--- src/rtl/gf_mul_pkg.sv ---
// Shared definitions for the digit-serial GF(2^M) multiplier slice.
// Field/digit sizes and the sequencer state encoding.
package gf_mul_pkg;

   localparam int GF_M     = 16;
   localparam int GF_D     = 4;
   localparam int GF_N     = GF_M / GF_D;
   localparam int GF_CNT_W = $clog2(GF_N);

   typedef enum logic {
      IDLE = 1'b0,
      RUN  = 1'b1
   } state_t;

endpackage

--- src/rtl/gf_digit_shreg.sv ---
// Parallel-load B register shifting one D-bit digit per clock toward
// index 1; the top digit is the live digit for the array.
module gf_digit_shreg
   import gf_mul_pkg::*;
#(
   parameter int M = GF_M,
   parameter int D = GF_D
) (
   input  logic       clk,
   input  logic       rst,
   input  logic       load,
   input  logic       shift,
   input  logic [1:M] din,
   output logic [1:D] dout
);

   logic [1:M] q;

   // load wins over shift; shifting fills zeros from the low end
   always_ff @(posedge clk or negedge rst) begin
      if (!rst) begin
         q <= '0;
      end else if (load) begin
         q <= din;
      end else if (shift) begin
         q <= {q[D+1:M], {D{1'b0}}};
      end
   end

   assign dout = q[1:D];

endmodule

--- src/rtl/gf_digit_feeder.sv ---
// Operand sequencer: holds A in parallel and streams B MSB-digit-first
// with first/last framing; back-to-back pairs stream without a bubble.
module gf_digit_feeder
   import gf_mul_pkg::*;
#(
   parameter int M = GF_M,
   parameter int D = GF_D
) (
   input  logic       clk,
   input  logic       rst,
   input  logic       in_valid,
   output logic       in_ready,
   input  logic [1:M] a,
   input  logic [1:M] b,
   output logic [1:M] arr_a,
   output logic [1:D] arr_b_dig,
   output logic       dig_valid,
   output logic       dig_first,
   output logic       dig_last,
   output logic       busy
);

   localparam int N     = M / D;
   localparam int CNT_W = (N > 1) ? $clog2(N) : 1;
   localparam logic [CNT_W-1:0] LAST = CNT_W'(N - 1);

   state_t           state;
   state_t           state_nxt;
   logic [CNT_W-1:0] cnt;
   logic [CNT_W-1:0] cnt_nxt;
   logic             at_last;
   logic             accept;
   logic             shift;

   assign at_last = (cnt == LAST);

   // state and digit counter
   always_ff @(posedge clk or negedge rst) begin
      if (!rst) begin
         state <= IDLE;
         cnt   <= '0;
      end else begin
         state <= state_nxt;
         cnt   <= cnt_nxt;
      end
   end

   // next state: load on accept, walk digits, drop to IDLE after the last
   always_comb begin
      state_nxt = state;
      cnt_nxt   = cnt;
      unique case (state)
         IDLE: begin
            if (accept) begin
               state_nxt = RUN;
               cnt_nxt   = '0;
            end
         end
         RUN: begin
            if (accept) begin
               state_nxt = RUN;
               cnt_nxt   = '0;
            end else if (at_last) begin
               state_nxt = IDLE;
               cnt_nxt   = '0;
            end else begin
               cnt_nxt = cnt + CNT_W'(1);
            end
         end
      endcase
   end

   // handshake and datapath enables, decoded from state only
   always_comb begin
      in_ready = 1'b0;
      unique case (state)
         IDLE: in_ready = 1'b1;
         RUN:  in_ready = at_last;
      endcase
      accept = in_valid & in_ready;
      shift  = (state == RUN) & ~accept;
   end

   // A is captured on accept and held, also across IDLE
   always_ff @(posedge clk or negedge rst) begin
      if (!rst) begin
         arr_a <= '0;
      end else if (accept) begin
         arr_a <= a;
      end
   end

   // framing flags registered alongside the digit they describe
   always_ff @(posedge clk or negedge rst) begin
      if (!rst) begin
         dig_first <= 1'b0;
         dig_last  <= 1'b0;
      end else begin
         dig_first <= accept;
         dig_last  <= (state_nxt == RUN) & (cnt_nxt == LAST);
      end
   end

   // the shift after the last digit empties the register, so the
   // digit output reads 0 while idle
   gf_digit_shreg #(
      .M (M),
      .D (D)
   ) u_shreg (
      .clk   (clk),
      .rst   (rst),
      .load  (accept),
      .shift (shift),
      .din   (b),
      .dout  (arr_b_dig)
   );

   assign dig_valid = (state == RUN);
   assign busy      = dig_valid;

endmodule

--- config.mk ---
export PLATFORM = sky130hd
export DESIGN_NAME = gf_digit_feeder
export DESIGN_NICKNAME = d
export VERILOG_FILES = /design/src/rtl/gf_mul_pkg.sv /design/src/rtl/gf_digit_shreg.sv /design/src/rtl/gf_digit_feeder.sv
export SDC_FILE = /design/constraint.sdc
export NUM_CORES = 1
export LEC_CHECK = 0
export ABC_CLOCK_PERIOD_IN_PS = 1300
export BUFFER_PORTS_ARGS = -buffer_cell sky130_fd_sc_hd__buf_2
export CAP_MARGIN = 30
export CORE_MARGIN = 4
export CORE_UTILIZATION = 44
export DETAILED_ROUTE_END_ITERATION = 10
export PLACE_DENSITY = 0.75
export SLEW_MARGIN = 30
export SYNTH_ARGS = -nofsm -noshare
export SYNTH_HDL_FRONTEND = slang
export SYNTH_SLANG_ARGS = --single-unit
export TNS_END_PERCENT = 100
--- constraint.sdc ---
create_clock -name clk -period 1.3 [get_ports clk]
set_input_delay 0.325 -clock clk [delete_from_list [all_inputs] [get_ports clk]]
set_output_delay 0.325 -clock clk [all_outputs]
set_load 0.05 [all_outputs]
After elaboration in Yosys (flattened, before gate mapping) --
Cells that the tools add are included.
Cells by class: div/mod/pow operators 0, shift-type cells 0, equality and inequality tests 2, add/sub/neg operators 1, order comparisons 0, bitwise gates (word level) 5, multiply operators 0, reductions and logical operators 1, mux-type cells 11
Operators by type and width (count):
- 16-bit 2-to-1 mux | 2
- 2-bit 2-to-1 mux | 3
- 2-bit equality test, second input constant | 2
- 1-bit case mux with 2 select lines | 2
- 2-bit case mux with 2 select lines | 1
- 1-bit bitwise AND | 3
- 1-bit 2-to-1 mux | 3
- 2-bit by 1-bit adder with 2-bit output, second input constant | 1
- 1-bit inverter | 2
- 2-bit nonzero test | 1
Storage, ports and cells: memory bits (read-only) 0, output and inout port bits 25, register bits after elaboration 37, memories 0, input port bits 35, RAM bits 0, bits in latches 0

Depth between registers and ports, before layout --
Gate-level depths: netlist of run 1.
depth in word-level cells 7, mapped depth 6, gate-level depth less buffers 4

Hierarchy --
From an unflattened synthesis of run 1, not the netlist that was laid out.
Unflattened totals: cells, all modules 125, area, all modules 1631.6 µm²
By module, submodules not included:
- gf_digit_feeder | area an instance 862.1 µm², times used 1, sequential area each 525.5 µm², cells each 52
- gf_digit_shreg | area an instance 769.5 µm², times used 1, sequential area each 400.4 µm², cells each 73

Least setup slack after synthesis of run 1 --
OpenSTA, ideal clock, no wires.
kind register -> register, start reg state (netlist: busy), end reg u_shreg.q[10] in the netlist's numbering, stages on the path, launching flop included 5, setup time 123 ps, data required time 1177 ps, path slack -321 ps, period minus slack after synthesis 1621 ps, data arrival time 1498 ps, path through dfrtp_1 -> nand2b_1 -> buf_2 -> buf_2 -> o221a_1
On the way: word-level cells in the longest chain between the ends 6
Ends and longest elaborated chain:
- start, declared | line gf_digit_feeder.sv:27 | state_t state;
- start signal, assigned | line gf_digit_feeder.sv:43 | state <= state_nxt;
- 1-bit inverter | line gf_digit_feeder.sv:76 | unique case (state)
- 1-bit case mux with 2 select lines * | line gf_digit_feeder.sv:76
- named net in_ready | line gf_digit_feeder.sv:12 | output logic in_ready,
- 1-bit bitwise AND * | line gf_digit_feeder.sv:80 | accept = in_valid & in_ready;
- 1-bit inverter | line gf_digit_feeder.sv:81 | shift = (state == RUN) & ~accept;
- 1-bit bitwise AND | line gf_digit_feeder.sv:81
- 2-bit nonzero test (no line)
- end signal, assigned | line gf_digit_shreg.sv:24 | q <= din;
- end signal, assigned | line gf_digit_shreg.sv:26 | q <= {q[D+1:M], {D{1'b0}}};
- end, declared | line gf_digit_shreg.sv:17 | logic [1:M] q;
Mark *: on every way through the listed nets, which the timed path passes. The rest lies on a longest branch. A chain may end at the register's enable or synchronous reset.

Worst setup path in the final report of run 1 --
start reg cnt[0], end out in_ready
On the way: word-level cells in the longest chain between the ends 2
Ends and longest elaborated chain:
- start, declared | line gf_digit_feeder.sv:29 | logic [CNT_W-1:0] cnt;
- start signal, assigned | line gf_digit_feeder.sv:44 | cnt <= cnt_nxt;
- 2-bit equality test | line gf_digit_feeder.sv:35 | assign at_last = (cnt == LAST);
- 1-bit case mux with 2 select lines | line gf_digit_feeder.sv:76
- end, declared | line gf_digit_feeder.sv:12
No other way between the ends.

==> impl_metrics.json, run 1 <==
{
  "status": "finished with violations",
  "violations": "setup timing",
  "vias": 1267,
  "intPower_w": 0.003467,
  "yosys-top-cells-area": "dfrtp_1 56%, mux2_2 11%, a211o_1 6.3%, o221a_1 5.4%, nor2b_1 4.5%",
  "cts_made_buffers": 5,
  "cts.sinks": 37,
  "worstSetupPathType": "flip-flop to primary output",
  "row_count": 22,
  "maxSlewViolCount": 0,
  "drc": 0,
  "cp.arrival_ps": 1190,
  "final_core_util": 0.6121,
  "worst_pin_slew_ps": 434.1,
  "grt_pass1_vias": 1374,
  "ir_worst_vdd_v": 0.001765,
  "holdPathStages": 2,
  "fmax_mhz": 661.2,
  "regArea_sq_um": 927.1,
  "postRouteAntennaNets": 0,
  "fillCellCount": 301,
  "r2r_start": "cnt[0]",
  "p_leak_nw": 1.119,
  "core_sq_um": 3661,
  "p_comb_frac": 0.576,
  "fin_skew_ps": 2.195,
  "fin_nets": 235,
  "wl_mm": 3.700,
  "r2r_end": "arr_a[6]",
  "ys_seq_elements": 37,
  "drt_iter0_drc": 103,
  "antenna_found_initial": 0,
  "gp_congestion": 0.7785,
  "worst_ep_required_time_ps": 980,
  "drive_gt1_frac": 0.5450,
  "worst_setup_path_end_kind": "primary output",
  "synth_top_area_share": 0.5589,
  "hold_path_class": "input pin to flip-flop",
  "htree_levels": 2,
  "syn_area_sq_um": 1657,
  "grt_pass1_wl_mm": 6.375,
  "crit_fanout": 4,
  "rsz0062_at_grt": "yes",
  "hp-start": "a[16]",
  "clkPwrFrac": 0.117,
  "dp_hpwl_mm": 2.488,
  "overflow": 0,
  "first_pass_iters": 4,
  "slew_headroom": 0.7106,
  "fp.dieW_um": 69.36,
  "ys_seq_area_frac": 0.5589,
  "viasPerCell": 5.109,
  "final_min_period_over_clock_period": 1.163,
  "grtUsageTotal": 0.1649,
  "hold_viol": 0,
  "wl_per_cell_um": 14.92,
  "finalWorstSetupSlack_ps": -212.4,
  "rrSetupSlack_ps": -200,
  "start_kind": "flip-flop",
  "start_util": 0.4525,
  "min_delay_worst_endpoint": "arr_a[16]",
  "ios": 60,
  "port_buffers": 59,
  "area_delta_synth_final_pct": 35.27,
  "max-cap-violations": 0,
  "synth.distinct_cells": 20,
  "root_buffer": "clkbuf_8",
  "sw_frac_of_total": 0.4574,
  "cts_tree": "done",
  "setup_viol": 32,
  "diodes": 0,
  "syn_inst": 128,
  "path_clk_slew_ps": 70,
  "p_seq_frac": 0.307,
  "multi_input_area_sq_um": 673.1,
  "die_h_um": 69.36,
  "yosys_warnings": 0,
  "pwr_density_cell_nw_per_um2": 2851,
  "yosysTopAreaCell": "dfrtp_1",
  "post-route-min-period_ps": 1512,
  "p_switching_w": 0.002923,
  "synth_area_per_cell_sq_um": 12.94,
  "place_ws_ps": -152.1,
  "grt_max_degree": 22,
  "ff2ff_path_depth": 5,
  "clkLatencyLatePin_ps": 280,
  "clk_path_buf_depth": 2,
  "die_area_sq_um": 4811,
  "mappedNetlistNets": 164
}
state kept, by name, indices dropped and copies added (netlist names):
name and cells:
arr_a 16, u_shreg.q 16, cnt 2, busy 1, dig_first 1, dig_last 1
synth_stat cells (all sizes together):
master,number
clkbuf,2
ha,1
buf,13
nand2b,6
nand3,4
nand3b,1
o21ai,6
mux2i,1
nand2,2
mux2,16
nor2b,12
inv,1
a211o,12
o221a,12
dfrtp,37
nor2,2
final cells by class:
class,instances,area share
clock inverter,2,0.004467
multi-input combinational,76,0.3004
timing repair buffer,78,0.2205
clock buffer,6,0.03238
sequential,37,0.4137
tap,48,0.02680
inverter,1,0.001675
stage by stage:
step                total power (W)  area [sq um]  std cells  TNS, ps  hold WS [ps]
global placement           0.005164          2019        229    -2071         279.8
global route               0.006768          2241        248    -6582         255.0
CTS                        0.006403          2233        247    -4616         262.8
finish                     0.006390          2241        248    -5180         264.2
detailed placement         0.005274          2019        229    -3565         284.4
floorplan                  0.004769          1724        128   -919.8         29.41
kinds of logic (layout without fill, tap and decap cells):
kind of cell / after synthesis / after routing / share of synthesized area
multiplexers: 17 / 17 / 0.1148
AO/OA/AOI/OAI: 30 / 30 / 0.1631
AND/OR/NAND/NOR: 27 / 28 / 0.09366
flip-flops: 37 / 37 / 0.5589
buffers and inverters: 16 / 87 / 0.06193
adder cells (fa/ha/maj): 1 / 1 / 0.007552
critical path, cell delays in order (launching register included):
cell	delay (ps)
dfrtp_1	390
ha_2	200
nand2b_4	160
buf_8	150
what timing repair did:
item,4_1_cts,5_1_grt
cloned,1,0
setup buffers,8,3
pin swaps,1,1
resized for setup,13,2
setup endpoints to repair,32,35
hold buffers,1,0
hold endpoints to repair,17,0
how the worst max path moves through the flow:
stage               slack (ps)           end  startpoint
floorplan                  -40     arr_a[10]      cnt[0]
global placement           -90  u_shreg.q[4]      cnt[1]
detailed placement        -150  u_shreg.q[4]      cnt[1]
CTS                       -190      in_ready      cnt[1]
global route              -250      in_ready      cnt[0]
finish                    -210      in_ready      cnt[0]
cells in the final DEF (no fill, tap or decap):
master,n
a211o_1,12
clkbuf_1,1
clkbuf_8,5
mux2i_1,1
nor2b_1,12
buf_12,1
buf_4,15
o21ai_0,4
buf_6,1
nand2_4,1
buf_2,56
inv_1,1
nand3_1,4
nor2_1,2
o21ai_1,2
mux2_2,14
mux2_4,2
nand2_1,1
clkinv_2,2
o221a_1,8
dfrtp_2,1
nand2b_1,5
dlygate4sd3_1,1
nand2b_4,1
nand2_8,1
buf_8,4
ha_2,1
o221a_2,4
nand3b_1,1
dfrtp_1,36
power by group through the flow:
stage	Clock [W]	Sequential, W	Combinational [W]
after global placement	0	0.00194	0.00322
after detailed placement	0	0.00198	0.00330
final	0.000749	0.00196	0.00368
after floorplan	0	0.00297	0.00180
after global routing	0.000832	0.00203	0.00391
after CTS	0.000769	0.00196	0.00368
per-layer routing:
layer	wire length [um]	track usage
met5	0	0
met4	36	0.04989
met3	356	0.07391
met2	1744	0.2564
met1	1562	0.2059
(Power assumes the default switching activity.)
==> inputs of run 2 (changes only) <==
--- a/config.mk
+++ b/config.mk
@@ -5,13 +5,14 @@
 export SDC_FILE = /design/constraint.sdc
 export NUM_CORES = 1
 export LEC_CHECK = 0
-export ABC_CLOCK_PERIOD_IN_PS = 1300
+export ABC_CLOCK_PERIOD_IN_PS = 1900
 export BUFFER_PORTS_ARGS = -buffer_cell sky130_fd_sc_hd__buf_2
 export CAP_MARGIN = 30
 export CORE_MARGIN = 4
-export CORE_UTILIZATION = 44
+export CORE_UTILIZATION = 52
+export CTS_CLUSTER_SIZE = 25
 export DETAILED_ROUTE_END_ITERATION = 10
-export PLACE_DENSITY = 0.75
+export PLACE_DENSITY = 0.83
 export SLEW_MARGIN = 30
 export SYNTH_ARGS = -nofsm -noshare
 export SYNTH_HDL_FRONTEND = slang
==> constraint.sdc (replaced) <==
create_clock -name clk -period 1.9 [get_ports clk]
set_input_delay 0.475 -clock clk [delete_from_list [all_inputs] [get_ports clk]]
set_output_delay 0.475 -clock clk [all_outputs]
set_load 0.05 [all_outputs]
==> run 2 against run 1 <==
Against the previous run:
- the run now ends clean
- critical path depth did not move
- utilization rose by 5.3 points
- clock power shrank 44%
- flip-flop and latch count unchanged
- first-iteration DRC count shrank 14%
- clock-buffer cell count is 1 higher
- final cell count down 6.9%
- worst setup slack better by 280 ps
- sequential power shrank 31%
- total power decreased by 37%
- critical endpoint unchanged
- largest cell class unchanged
==> impl_metrics.json, run 2 (synthesis results as in run 1) <==
{
  "post-route-min-period_ps": 1835,
  "cts.sinks": 37,
  "p_comb_frac": 0.557,
  "start_util": 0.5426,
  "area_delta_synth_final_pct": 22.66,
  "status": "finished clean",
  "cpMaxStageDelayCell": "dfrtp_1",
  "grtUsageTotal": 0.1883,
  "maxSlewViolCount": 0,
  "wl_met3_um": 254,
  "final_min_period_over_clock_period": 0.9660,
  "fin_nets": 223,
  "final_common_cell": "buf_2",
  "crit_fanout": 4,
  "dp_hpwl_mm": 2.539,
  "p_leak_nw": 1.013,
  "ios": 60,
  "hold_viol": 0,
  "clkPwrFrac": 0.105,
  "power.total_w": 0.003997,
  "die_h_um": 64.44,
  "grt_pass1_wl_mm": 5.865,
  "port_buffers": 59,
  "worstSetupPathType": "flip-flop to primary output",
  "hold_path_class": "input pin to asynchronous set/reset pin",
  "root_buffer": "clkbuf_4",
  "drt_iter0_drc": 89,
  "fp.dieW_um": 64.44,
  "overflow": 0,
  "die_area_sq_um": 4153,
  "highest_layer": "met4",
  "start_kind": "flip-flop",
  "place_ws_ps": 210.8,
  "final_cell_mix": "58 x buf_2, 37 x dfrtp_1, 16 x mux2_2, 12 x nor2b_1, 12 x a211o_1",
  "r2r_end": "arr_a[2]",
  "p_switching_w": 0.001910,
  "fmax_mhz": 544.8,
  "cts_tree": "done",
  "fin_setup_tns_ps": 0,
  "grt_pass1_vias": 1336,
  "core_sq_um": 3053,
  "crit_chain": "ha_1, nand2b_2, buf_6",
  "first_pass_iters": 4,
  "diodes": 0,
  "hold_slack_ps": 203.9,
  "drive_gt1_frac": 0.5027,
  "worst_ep_required_time_ps": 1420,
  "fin_skew_ps": 4.987,
  "vias": 1234,
  "cts_made_buffers": 5,
  "htree_levels": 2,
  "slew_headroom": 0.4745,
  "p_seq_frac": 0.338,
  "path_delay_family": "flip-flops",
  "largest_registers": "arr_a (16), u_shreg.q (16), cnt (2)",
  "path_buf_inv": 1,
  "antenna_found_initial": 0,
  "path_clk_slew_ps": 100,
  "worst_pin_slew_ps": 788.3,
  "sw_frac_of_total": 0.4779,
  "drc": 0,
  "max-cap-violations": 0,
  "gp_congestion": 0.8076,
  "wl_per_cell_um": 15.38,
  "ir_worst_vdd_v": 0.001181,
  "cpPeakStageDelay_ps": 420,
  "wl_met1_mm": 1.377,
  "grt_max_degree": 38,
  "ff2ff_path_depth": 5,
  "clkLatencyLatePin_ps": 340,
  "row_count": 20,
  "viasPerCell": 5.342,
  "crit_start": "cnt[0]",
  "fin_cells": 231,
  "setup_viol": 0,
  "rrSetupSlack_ps": 170,
  "dp.cells": 223,
  "intPower_w": 0.002087,
  "rsz0062_at_grt": "no",
  "r2r_start": "cnt[0]",
  "worst_setup_path_end_kind": "primary output",
  "pwr_density_cell_nw_per_um2": 1967,
  "finalWorstSetupSlack_ps": 64.58,
  "wl_met2_mm": 1.822,
  "wl_mm": 3.553,
  "clk_path_buf_depth": 2,
  "postRouteAntennaNets": 0,
  "cp.arrival_ps": 1360
}
==> run 2: cell count changes in the layout (fill, tap and decap cells not counted), moves of 2 or more <==
cell / before / now
clkinv_2: 2 / 0
buf_8: 4 / 0
clkbuf_4: 0 / 5
buf_4: 15 / 8
buf_2: 56 / 58
clkbuf_8: 5 / 1
mux2_4: 2 / 0
mux2_2: 14 / 16
==> run 2: metal layers <==
metal	up-vias	global-route usage
li1	578	-
met1	601	0.2062
met2	45	0.3170
met3	10	0.06239
met4	0	0.1108
met5	-	0
==> run 2: worst reg2reg max path, cell delays in order, from the launching register on <==
cell and delay [ps]:
dfrtp_1 420, ha_1 210, nand2b_2 210, nand2_1 130, buf_4 280, mux2_2 370
==> run 2: per-stage QoR <==
stage	area, sq um	util
after floorplan	1657	-
after global routing	2032	0.6656
after CTS	2016	0.6602
after global placement	1961	0.6422
final	2032	0.6656
after detailed placement	1961	0.6422
==> run 2: final cells by class <==
class	instances	area [sq um]
fillers	236	1021
flip-flops and latches	37	925.9
multi-input cells	75	630.6
repair buffers	67	361.6
clock buffers	7	55.05
well taps	44	55.05
inverters	1	3.754
==> run 2: power by group through the flow <==
stage                     registers (W)  clock network, W  logic [W]
final                           0.00135          0.000418    0.00223
after global routing            0.00140          0.000475    0.00235
after CTS                       0.00135          0.000429    0.00220
after detailed placement        0.00137                 0    0.00219
after global placement          0.00133                 0    0.00213
after floorplan                 0.00202                 0    0.00108
==> run 2: repair_timing <==
item                       CTS  global route
resized for setup            0             4
hold buffers                 0             0
setup buffers                0             1
setup endpoints to repair    0             1
==> run 2: worst max path at each step <==
| stage | endpoint | slack, ps | cells after the start |
|---|---|---|---|
| 2_1_floorplan | in_ready | 140 | 3 |
| 3_3_place_gp | arr_a[12] | 310 | 5 |
| 3_5_place_dp | arr_a[2] | 210 | 5 |
| 4_1_cts | in_ready | 4 | 3 |
| 5_1_grt | in_ready | 0.4 | 3 |
| 6_report | in_ready | 60 | 3 |
